--- config.mk ---
export PLATFORM = sky130hd
export DESIGN_NAME = param_arb_mux
export DESIGN_NICKNAME = d
export VERILOG_FILES = /design/src/rtl/param_arb_mux.sv
export SDC_FILE = /design/constraint.sdc
export NUM_CORES = 1
export LEC_CHECK = 0
export ABC_AREA = 0
export BUFFER_PORTS_ARGS = -buffer_cell sky130_fd_sc_hd__buf_4
export CORE_MARGIN = 4
export CORE_UTILIZATION = 28
export DETAILED_ROUTE_END_ITERATION = 7
export GPL_TIMING_DRIVEN = 1
export SETUP_SLACK_MARGIN = 0.1
export SLEW_MARGIN = 20
export SYNTH_ARGS = -nofsm -noshare
export SYNTH_HDL_FRONTEND = slang
export SYNTH_SLANG_ARGS = --single-unit
--- constraint.sdc ---
create_clock -name clk -period 2 [get_ports clk]
set_input_delay 0.1 -clock clk [delete_from_list [all_inputs] [get_ports clk]]
set_output_delay 0.1 -clock clk [all_outputs]
set_load 0.02 [all_outputs]
--- src/rtl/param_arb_mux.sv ---
// ============================================================================
// Module   : param_arb_mux
// Brief    : N-channel arbitrating mux (fixed-select or round-robin) feeding a
//            single-entry registered output stage with valid/ready handshake.
// Revision : 1.0
// ============================================================================
`default_nettype none

module param_arb_mux #(
  parameter int K = 2,
  parameter int W = 8
) (
  input  logic                 clk,
  input  logic                 rst,
  input  logic                 mode,
  input  logic [K-1:0]         sel,
  input  logic [(2**K)-1:0]    inValid,
  input  logic [W*(2**K)-1:0]  inData,
  output logic [(2**K)-1:0]    inReady,
  output logic                 outValid,
  output logic [W-1:0]         outData,
  output logic [K-1:0]         outChan,
  input  logic                 outReady
);

  localparam int N = 2**K;

  logic [K-1:0] r_ptr;
  logic         r_valid;
  logic [W-1:0] r_data;
  logic [K-1:0] r_chan;

  logic         w_ld;
  logic         w_gvalid;
  logic [K-1:0] w_gidx;
  logic [K-1:0] w_cand;
  logic [N-1:0] w_grant;
  logic         w_xfer;
  logic [W-1:0] w_chan [N];

  for (genvar gi = 0; gi < N; gi++) begin : g_unpack
    assign w_chan[gi] = inData[W*gi +: W];
  end

  // rst gates ld so inReady is forced low for as long as reset is held
  assign w_ld = (!r_valid | outReady) & !rst;

  // Round-robin scans offsets downwards so the smallest offset from ptr wins.
  always_comb begin
    w_gvalid = 1'b0;
    w_gidx   = '0;
    w_cand   = '0;
    if (!mode) begin
      if (inValid[sel]) begin
        w_gvalid = 1'b1;
        w_gidx   = sel;
      end
    end else begin
      for (int j = N-1; j >= 0; j--) begin
        w_cand = r_ptr + K'(j);
        if (inValid[w_cand]) begin
          w_gvalid = 1'b1;
          w_gidx   = w_cand;
        end
      end
    end
  end

  assign w_grant = w_gvalid ? (N'(1) << w_gidx) : '0;
  assign inReady = w_ld ? w_grant : '0;
  assign w_xfer  = w_gvalid & w_ld;

  // Only the granted channel's data is sampled, so X elsewhere never reaches outData.
  always_ff @(posedge clk or posedge rst) begin
    if (rst) begin
      r_valid <= 1'b0;
      r_data  <= '0;
      r_chan  <= '0;
      r_ptr   <= '0;
    end else if (w_xfer) begin
      r_valid <= 1'b1;
      r_data  <= w_chan[w_gidx];
      r_chan  <= w_gidx;
      if (mode) begin
        r_ptr <= w_gidx + K'(1);
      end
    end else if (outReady) begin
      r_valid <= 1'b0;
    end
  end

  assign outValid = r_valid;
  assign outData  = r_data;
  assign outChan  = r_chan;

endmodule

`default_nettype wire

==> results of run 1 <==
[worst min-delay path by stage]
stage | start | end
3_5_place_dp | rst | outValid$_DFFE_PP0P_
3_3_place_gp | rst | outValid$_DFFE_PP0P_
2_1_floorplan | rst | outChan[0]$_DFFE_PP0P_
4_1_cts | outReady | outValid$_DFFE_PP0P_
6_report | outReady | outValid$_DFFE_PP0P_
5_1_grt | outReady | outValid$_DFFE_PP0P_
[Yosys cell counts, drive strengths merged]
cell | number | area (um^2)
o211ai | 2 | 15.01
mux2 | 2 | 22.52
a32o | 1 | 11.26
nand2 | 21 | 78.83
nor3 | 2 | 10.01
nand3b | 1 | 20.02
nand3 | 3 | 15.01
o31a | 1 | 8.760
nor3b | 1 | 7.510
nor2b | 3 | 18.77
o21ai | 12 | 60.05
o211a | 9 | 90.09
inv | 13 | 48.80
a31oi | 2 | 12.51
and3 | 2 | 12.51
nor2 | 13 | 48.80
nor4b | 1 | 8.760
dfrtp | 13 | 325.3
buf | 9 | 62.55
o32a | 2 | 20.02
nand4b | 1 | 8.760
and2b | 1 | 7.510
a211oi | 8 | 60.06
a21oi | 3 | 15.01
nand2b | 3 | 33.79
o32ai | 1 | 16.27
o31ai | 9 | 67.56
mux2i | 3 | 30.03
xnor2 | 1 | 8.760
[worst max-delay path: cells and delay by family, from the launching register on]
kind,cells,cell delay (ns)
AND/OR/NAND/NOR,3,0.46
buffers and inverters,1,0.16
AO/OA/AOI/OAI,2,0.49
flip-flops,1,0.47
[placed cells by master (no fill, tap or decap), types with 4 or more instances in the layout]
master / netlist / layout
buf_4: 2 / 67
nand2_1: 21 / 21
inv_1: 13 / 13
nor2_1: 13 / 13
dfrtp_1: 13 / 11
o211a_1: 9 / 9
o21ai_0: 9 / 9
o31ai_1: 9 / 7
a211oi_2: 0 / 4
a211oi_1: 8 / 4
[registers in the layout, indices dropped and copies added, names as in the netlist]
signal and count:
outData 8, outValid 1, r_ptr 2, outChan 2
[layer usage]
layer	part of all wire [%]	wire (um)	up-vias	global-route usage, %
met5	0	0	-	0
met4	0.37	14	0	2.714
met3	6.9	257	2	3.324
met2	48	1810	43	22.76
met1	44	1656	585	19.65
li1	-	-	655	-
[what timing repair did]
action | in CTS | in global routing
gates cloned | 2 | 0
pin swaps | 2 | 9
endpoints found under the setup margin | 4 | 14
resized for setup | 7 | 15
endpoints found under the hold margin | 13 | 0
hold buffers | 1 | 0
setup buffers | 7 | 3
[report_power, final]
| part | leakage (nW) | switching [mW] | internal (mW) |
|---|---|---|---|
| combinational | 0.787 | 0.592 | 0.550 |
| clock | 0.0255 | 0.0956 | 0.137 |
| sequential | 0.158 | 0.112 | 0.377 |
| total | 0.970 | 0.800 | 1.06 |
[cell type report]
class | count | share of cell area (%)
clock inverter | 1 | 0.2714
multi-input combinational | 110 | 44.78
clock buffer | 3 | 2.239
tap | 48 | 3.256
sequential | 13 | 17.77
timing repair buffer | 70 | 29.04
inverter | 13 | 2.646
[cell families after synthesis]
group / after synthesis
AO/OA/AOI/OAI: 50
XOR/XNOR: 1
buffers and inverters: 22
flip-flops: 13
multiplexers: 5
AND/OR/NAND/NOR: 52
[per-stage QoR]
| step | hold slack (ns) | cells | setup slack [ns] | util [%] |
|---|---|---|---|---|
| floorplan | -0.02304 | 143 | 0.1214 | - |
| global placement | 0.1635 | 241 | 0.1861 | 41.86 |
| detailed placement | 0.1735 | 241 | 0.1445 | 41.86 |
| CTS | 0.1497 | 255 | 0.08167 | 45.82 |
| global route | 0.1697 | 258 | 0.01361 | 48.55 |
| finish | 0.1434 | 258 | 0.09212 | 48.55 |
==> impl_metrics.json, run 1 <==
{
  "outcome": "complete, no violations",
  "avgSynthCellArea_um2": 8.006,
  "clockBufferDepth": 2,
  "drt_iter0_markers": 47,
  "finish.instance_area_mm2": 0.001844,
  "synth_seq_area_share_pct": 28.42,
  "cts_sinks": 13,
  "leakagePower_nw": 0.9704,
  "worstReg2RegEnd": "outData[6]$_DFFE_PP0P_",
  "fp.dieW_um": 71.95,
  "fill_cells": 378,
  "ys_ff_latch": 13,
  "critical_path.endpoint_type": "primary output",
  "drcViolationCount": 0,
  "r2r_cells": 8,
  "worst_slew_pin_slew_ns": 0.5545,
  "maxSlewViolCount": 0,
  "crit_path_cell_trace": "nand2b_4, o31a_1, o32a_1, nand3b_4, nor3b_2, buf_4",
  "synth-compound-area-share_pct": 32.90,
  "yosys.area_share.simple_pct": 23.61,
  "slew_headroom_pct": 63.03,
  "worst_setup_path_start_kind": "flop",
  "hpwl_um": 2499,
  "via_per_inst": 4.981,
  "period_needed_ns": 1.908,
  "setup_viol": 0,
  "diodes": 0,
  "drive_gt1_share_pct": 46.67,
  "grt-ovfl-total": 0,
  "cpPeakStageDelay_ns": 0.47,
  "yosysUniqueCellTypes": 33,
  "arrival_ns": 1.81,
  "p_per_area_mw_per_mm2": 1011,
  "hp-class": "in -> reg",
  "start_util_pct": 30.14,
  "coreArea_mm2": 0.003799,
  "worstPathMaxFanout": 7,
  "seqCellArea_um2": 327.8,
  "multi_input_area_um2": 825.8,
  "synthCells": 143,
  "fp.dieArea_mm2": 0.005176,
  "syn-cell-area_mm2": 0.001145,
  "pin_count": 57,
  "syn2layout_area_growth_pct": 61.09,
  "r2r_slack_ns": 0.14,
  "fmaxAchievable_ghz": 0.5241,
  "syn_nets": 185,
  "post-route-period-util_pct": 95.39,
  "post_dp_cell_area_mm2": 0.001590,
  "row_count": 22,
  "grt_max_degree": 20,
  "ant_nets": 0,
  "grt_use_total_pct": 14.22,
  "synth_warnings": 0,
  "grt_pass1_wl_um": 6003,
  "finClkSkew_ns": 0.007495,
  "grt_pass1_vias": 1263,
  "cts_root_buffer": "clkbuf_8",
  "num_vias": 1285,
  "irDropWorstVdd_mv": 0.4043,
  "synthXorXnorAreaFrac_pct": 0.7650,
  "cts_buffers": 3,
  "tns_ns": 0,
  "power_mw": 1.864,
  "portBuffers": 56,
  "cts_max_level": 1,
  "r2r-start": "r_ptr[0]$_DFFE_PP0P_",
  "clock_latency_ns": 0.24,
  "routabilityCongestion": 0.8517,
  "nNetsFinal": 253,
  "rsz0062_at_grt": "yes",
  "hold_viol": 0,
  "post_synth_mux_area_share_pct": 4.590,
  "startpoint": "r_ptr[0]$_DFFE_PP0P_",
  "maxCapViolCount": 0,
  "routedWlPerCell_um": 14.49,
  "finalWirelength_um": 3738,
  "required_ns": 1.90,
  "antenna_found_initial": 0,
  "cp_slowest_cell": "dfrtp_2",
  "critical_path_class": "reg -> out",
  "whs_path_depth": 3,
  "die_h_um": 71.95,
  "clkSlewWorstSetupHoldPaths_ns": 0.06,
  "cts_tree": "yes",
  "crit_path_end": "inReady[1]",
  "synth_top_family_by_area": "compound AO/OA/AOI/OAI gates",
  "first_pass_iters": 4,
  "synthAdderAreaFrac_pct": 0
}
No activity file was read; power rests on OpenSTA's default activity.
==> inputs of run 2 (changes only) <==
--- a/config.mk
+++ b/config.mk
@@ -7,12 +7,16 @@
 export LEC_CHECK = 0
 export ABC_AREA = 0
 export BUFFER_PORTS_ARGS = -buffer_cell sky130_fd_sc_hd__buf_4
+export CELL_PAD_IN_SITES_DETAIL_PLACEMENT = 1
+export CELL_PAD_IN_SITES_GLOBAL_PLACEMENT = 2
 export CORE_MARGIN = 4
-export CORE_UTILIZATION = 28
+export CORE_UTILIZATION = 24
 export DETAILED_ROUTE_END_ITERATION = 7
 export GPL_TIMING_DRIVEN = 1
+export PLACE_DENSITY_LB_ADDON = 0.1
 export SETUP_SLACK_MARGIN = 0.1
 export SLEW_MARGIN = 20
 export SYNTH_ARGS = -nofsm -noshare
 export SYNTH_HDL_FRONTEND = slang
 export SYNTH_SLANG_ARGS = --single-unit
+export TNS_END_PERCENT = 100
==> constraint.sdc (replaced) <==
create_clock -name clk -period 2 [get_ports clk]
set_input_delay 0.4 -clock clk [delete_from_list [all_inputs] [get_ports clk]]
set_output_delay 0.4 -clock clk [all_outputs]
set_load 0.02 [all_outputs]
==> run 2 against run 1 <==
  * The run now ends with negative setup slack left
  * Count of clock-buffer cells in the layout grew 1
  * Register-to-register slack lost 0.14 ns
  * Combinational power grew 11%
  * Setup slack lost 0.30 ns
  * Die area grew 15%
  * Sequential power shrank 2%
  * Global-route usage grew 0.89 points
  * Sequential cell count is the same
  * Highest routed layer unchanged
  * Critical endpoint is now inReady[0]
  * Largest cell class unchanged
  * Final cell count grew 5.0%
==> impl_metrics.json, run 2 (synthesis gave the netlist of run 1 again) <==
{
  "finish.instance_area_mm2": 0.001923,
  "rsz0062_at_grt": "yes",
  "slew_headroom_pct": 60.90,
  "clockBufferDepth": 2,
  "crit_path_end": "inReady[0]",
  "maxCapViolCount": 0,
  "clock_latency_ns": 0.24,
  "grt_max_degree": 18,
  "worstReg2RegEnd": "outData[4]$_DFFE_PP0P_",
  "routedWlPerCell_um": 16.52,
  "post-route-period-util_pct": 110.5,
  "grt_pass1_vias": 1489,
  "post_dp_cell_area_mm2": 0.001727,
  "clkSlewWorstSetupHoldPaths_ns": 0.06,
  "cpPeakStageDelay_ns": 0.45,
  "fp.dieW_um": 77.07,
  "startpoint": "r_ptr[1]$_DFFE_PP0P_",
  "via_per_inst": 5.107,
  "fin_ws_ns": -0.2095,
  "r2r_slack_ns": 0,
  "drt_iter0_markers": 60,
  "arrival_ns": 1.81,
  "hold_viol": 0,
  "grt_pass1_wl_um": 7389,
  "worst_slew_pin_slew_ns": 0.5858,
  "cp.depth": 7,
  "r2r_cells": 9,
  "p_per_area_mw_per_mm2": 1026,
  "first_pass_iters": 4,
  "placedCellCount": 260,
  "routabilityCongestion": 0.8952,
  "finClkSkew_ns": 0.002365,
  "pin_count": 57,
  "coreArea_mm2": 0.004474,
  "syn2layout_area_growth_pct": 67.98,
  "required_ns": 1.60,
  "hpwl_um": 3421,
  "crit_path_cell_trace": "buf_6, nand4b_1, o31a_1, o32a_1, nand3b_4, nor3_2, buf_4",
  "hold_buffers": 0,
  "drive_gt1_share_pct": 49.32,
  "cts_sinks": 13,
  "critical_path.endpoint_type": "primary output",
  "finalWirelength_um": 4478,
  "worst_setup_path_start_kind": "flop",
  "grt-ovfl-total": 0,
  "cts_tree": "yes",
  "num_vias": 1384,
  "final_cells": 271,
  "cts_max_level": 1,
  "leakagePower_nw": 1.013,
  "setup_viol": 4,
  "fill_cells": 540,
  "fmaxAchievable_ghz": 0.4526,
  "r2r-start": "r_ptr[1]$_DFFE_PP0P_",
  "fp.dieArea_mm2": 0.005939,
  "cp_slowest_cell": "dfrtp_2",
  "outcome": "complete, but fails checks",
  "diodes": 0,
  "critical_path_class": "reg -> out",
  "period_needed_ns": 2.210,
  "nNetsFinal": 262,
  "cts_root_buffer": "clkbuf_8",
  "final_cell_mix": "73 x buf_4, 20 x nand2_1, 12 x inv_1, 12 x nor2_1, 11 x dfrtp_1",
  "antenna_found_initial": 0,
  "portBuffers": 56,
  "irDropWorstVdd_mv": 0.4266,
  "violations": "negative setup slack",
  "final_common_cell": "buf_4",
  "drcViolationCount": 0,
  "die_h_um": 77.07,
  "crit_family": "flip-flops",
  "final_util_pct": 42.98,
  "largest_reg_flops": 8,
  "maxSlewViolCount": 0,
  "ant_nets": 0,
  "grt_use_total_pct": 15.12,
  "row_count": 24,
  "worstPathMaxFanout": 6,
  "cts_buffers": 3,
  "start_util_pct": 25.59,
  "hp-class": "in -> async",
  "worst-path-buf-inv": 2
}
==> run 2: cell types whose count changed in the layout (fill, tap and decap cells not counted), moves of 2 or more <==
cell      delta
a211oi_1     +3
nor3_1       -2
buf_6        +5
buf_4        +6
a211oi_2     -3
==> run 2: metrics by stage <==
| stage | power (mW) | setup WS, ns | hold WS [ns] | TNS [ns] |
|---|---|---|---|---|
| final | 1.974 | -0.2095 | 0.2295 | -0.7084 |
| after CTS | 1.940 | -0.2007 | 0.2467 | -0.6936 |
| after detailed placement | 1.543 | -0.03685 | 0.4777 | -0.03986 |
| after global routing | 2.127 | -0.3116 | 0.2711 | -1.855 |
| after floorplan | 1.131 | 0.008665 | 0.2770 | 0 |
| after global placement | 1.506 | 0.01392 | 0.4670 | 0 |
==> run 2: metal layers <==
metal | track usage (%) | share of wire (%)
met3 | 3.044 | 5.5
met2 | 26.66 | 50
met5 | 0 | 0
met1 | 19.13 | 44
met4 | 2.847 | 0.36
==> run 2: repair_timing <==
item | 4_1_cts | 5_1_grt
buffers inserted | 6 | 2
setup endpoints to repair | 13 | 13
pin swaps | 8 | 3
gates resized for setup | 20 | 6
==> run 2: area by class of cell <==
cell class	count	area, um^2	area share [%]
inverters	13	48.80	2.537
repair buffers	81	641.9	33.38
well taps	52	65.06	3.383
flip-flops and latches	13	327.8	17.05
multi-input cells	108	794.5	41.31
clock buffers	4	45.04	2.342
==> run 2: how the worst min path moves through the flow <==
| stage | startpoint | endpoint | slack [ns] |
|---|---|---|---|
| after floorplan | rst | outChan[0]$_DFFE_PP0P_ | 0.28 |
| after global placement | outData[7]$_DFFE_PP0P_ | outData[7]$_DFFE_PP0P_ | 0.47 |
| after detailed placement | outData[7]$_DFFE_PP0P_ | outData[7]$_DFFE_PP0P_ | 0.48 |
| after CTS | rst | outValid$_DFFE_PP0P_ | 0.25 |
| after global routing | rst | r_ptr[0]$_DFFE_PP0P_ | 0.27 |
| final | rst | outValid$_DFFE_PP0P_ | 0.23 |
==> run 2: worst reg2reg max path: cells and delay by family, from the launching register on <==
family	cells	cell delay, ns
compound gates	4	0.76
flops	1	0.45
buf+inv	3	0.42
simple gates	2	0.29
==> run 2: report_power, final <==
group	switching, mW	internal [mW]	leakage (nW)
clock	0.102	0.141	0.0228
combinational	0.629	0.626	0.832
sequential	0.0992	0.376	0.158
==> inputs of run 3 (changes only) <==
--- a/config.mk
+++ b/config.mk
@@ -12,8 +12,9 @@
 export CORE_MARGIN = 4
 export CORE_UTILIZATION = 24
 export DETAILED_ROUTE_END_ITERATION = 7
+export GPL_ROUTABILITY_DRIVEN = 1
 export GPL_TIMING_DRIVEN = 1
-export PLACE_DENSITY_LB_ADDON = 0.1
+export PLACE_DENSITY = 0.83
 export SETUP_SLACK_MARGIN = 0.1
 export SLEW_MARGIN = 20
 export SYNTH_ARGS = -nofsm -noshare
==> run 3 against run 2 <==
  * The flow still finishes with violations (negative setup slack)
  * Critical path depth decreased by 1
  * Count of clock-buffer cells in the layout unchanged
  * Wire length down 0.33%
  * Critical path type unchanged
==> impl_metrics.json, run 3 (synthesis gave the netlist of run 1 again) <==
{
  "ant_nets": 0,
  "slew_headroom_pct": 64.05,
  "place_ws_ns": -0.1085,
  "grt.met3_usage_pct": 2.927,
  "worst_slew_pin_slew_ns": 0.5386,
  "num_vias": 1359,
  "clockBufferDepth": 2,
  "hp-class": "in -> async",
  "finClkSkew_ns": 0.0005570,
  "worstReg2RegEnd": "outData[3]$_DFFE_PP0P_",
  "die_h_um": 77.07,
  "fp.dieArea_mm2": 0.005939,
  "grtUsageMet1_pct": 20.16,
  "cp.depth": 6,
  "hpwl_um": 3393,
  "clock_latency_ns": 0.24,
  "leakagePower_nw": 1.015,
  "rsz0062_at_grt": "yes",
  "row_count": 24,
  "fmaxAchievable_ghz": 0.4456,
  "routabilityCongestion": 0.9125,
  "cts_sinks": 13,
  "worstPathMaxFanout": 6,
  "r2r-start": "r_ptr[1]$_DFFE_PP0P_",
  "final_cell_mix": "69 x buf_4, 21 x nand2_1, 13 x inv_1",
  "critical_path.endpoint_type": "primary output",
  "setup_viol": 14,
  "grt_max_degree": 17,
  "irDropWorstVdd_mv": 0.3416,
  "portBuffers": 56,
  "fill_cells": 526,
  "maxSlewViolCount": 0,
  "finalWirelength_um": 4463,
  "syn2layout_area_growth_pct": 73.11,
  "post-route-period-util_pct": 112.2,
  "grt-ovfl-total": 0,
  "via_per_inst": 5.090,
  "first_pass_iters": 4,
  "cts_buffers": 3,
  "start_util_pct": 25.59,
  "drcViolationCount": 0,
  "p_per_area_mw_per_mm2": 1058,
  "cp_slowest_cell": "dfrtp_2",
  "r2r_cells": 11,
  "violations": "negative setup slack",
  "pin_count": 57,
  "r2r_slack_ns": -0.18,
  "cts_tree": "yes",
  "grt_pass1_vias": 1563,
  "crit_family": "simple AND/OR/NAND/NOR gates",
  "final_cells": 267,
  "cpPeakStageDelay_ns": 0.46,
  "worst-path-buf-inv": 1,
  "period_needed_ns": 2.244,
  "final_common_cell": "buf_4",
  "coreArea_mm2": 0.004474,
  "cts_root_buffer": "clkbuf_8",
  "grt_use_met2_pct": 26.74,
  "antenna_found_initial": 0,
  "grt_use_total_pct": 15.64,
  "grt_pass1_wl_um": 7700,
  "diodes": 0,
  "fp.dieW_um": 77.07,
  "worst_setup_path_start_kind": "flop",
  "arrival_ns": 1.84,
  "outcome": "complete, but fails checks",
  "routedWlPerCell_um": 16.72,
  "clkSlewWorstSetupHoldPaths_ns": 0.06,
  "hold_viol": 0,
  "busiest_layer": "met2",
  "crit_path_cell_trace": "nor2b_1, o21ai_2, a32o_2, nand2b_4, nor3b_4, buf_6",
  "nNetsFinal": 258,
  "fin_ws_ns": -0.2444,
  "required_ns": 1.60,
  "maxCapViolCount": 0,
  "placedCellCount": 258,
  "drt_iter0_markers": 23,
  "largest_reg_flops": 8,
  "cts_max_level": 1,
  "critical_path_class": "reg -> out",
  "drive_gt1_share_pct": 53.95,
  "power_mw": 2.096
}
[run 3: changes by cell type in the layout (fill, tap and decap cells not counted), moves of 3 or more]
| cell | previous run | this run |
|---|---|---|
| o31ai_1 | 6 | 1 |
| o31ai_2 | 3 | 8 |
| a211oi_4 | 0 | 3 |
| a211oi_2 | 1 | 5 |
| a211oi_1 | 7 | 0 |
| buf_4 | 73 | 69 |
[run 3: repair_timing]
action | 4_1_cts | 5_1_grt
hold buffers | 0 | 0
endpoints found under the setup margin | 13 | 14
resized for setup | 20 | 19
pin swaps | 11 | 1
setup buffers | 4 | 1
[run 3: through the flow]
stage,instance area (um^2),setup TNS (ns),hold WS (ns),utilization (%)
floorplan,1179,0,0.2770,-
global placement,1712,0,0.4694,38.26
detailed placement,1712,-0.6252,0.4784,38.26
CTS,1876,-1.203,0.2342,41.92
global route,1982,-3.860,0.2580,44.30
finish,1982,-2.378,0.2093,44.30
[run 3: cell type report]
cell class	count	area (um^2)	share of cell area, %
multi-input cells	108	878.3	44.32
repair buffers	77	616.8	31.12
flip-flops and latches	13	327.8	16.54
well taps	52	65.06	3.283
inverters	13	48.80	2.462
clock buffers	4	45.04	2.273
[run 3: where the power goes]
group,leakage [nW],total (mW),switching [mW],internal (mW)
clock,0.0228,0.242,0.102,0.141
combinational,0.834,1.37,0.692,0.677
sequential,0.158,0.484,0.108,0.377
[run 3: per-layer routing]
metal / vias to the layer above / wire length, um
met5: - / 0
met4: 0 / 73
met3: 6 / 240
met2: 44 / 2264
met1: 654 / 1885
li1: 655 / -
[run 3: worst max path at each step]
stage | start | slack [ns] | to
final | r_ptr[1]$_DFFE_PP0P_ | -0.24 | inReady[1]
after global routing | r_ptr[1]$_DFFE_PP0P_ | -0.32 | inReady[1]
after CTS | r_ptr[0]$_DFFE_PP0P_ | -0.22 | inReady[1]
after detailed placement | inValid[0] | -0.11 | inReady[1]
after global placement | inValid[2] | 0.005 | inReady[1]
after floorplan | r_ptr[0]$_DFFE_PP0P_ | 0.009 | inReady[1]
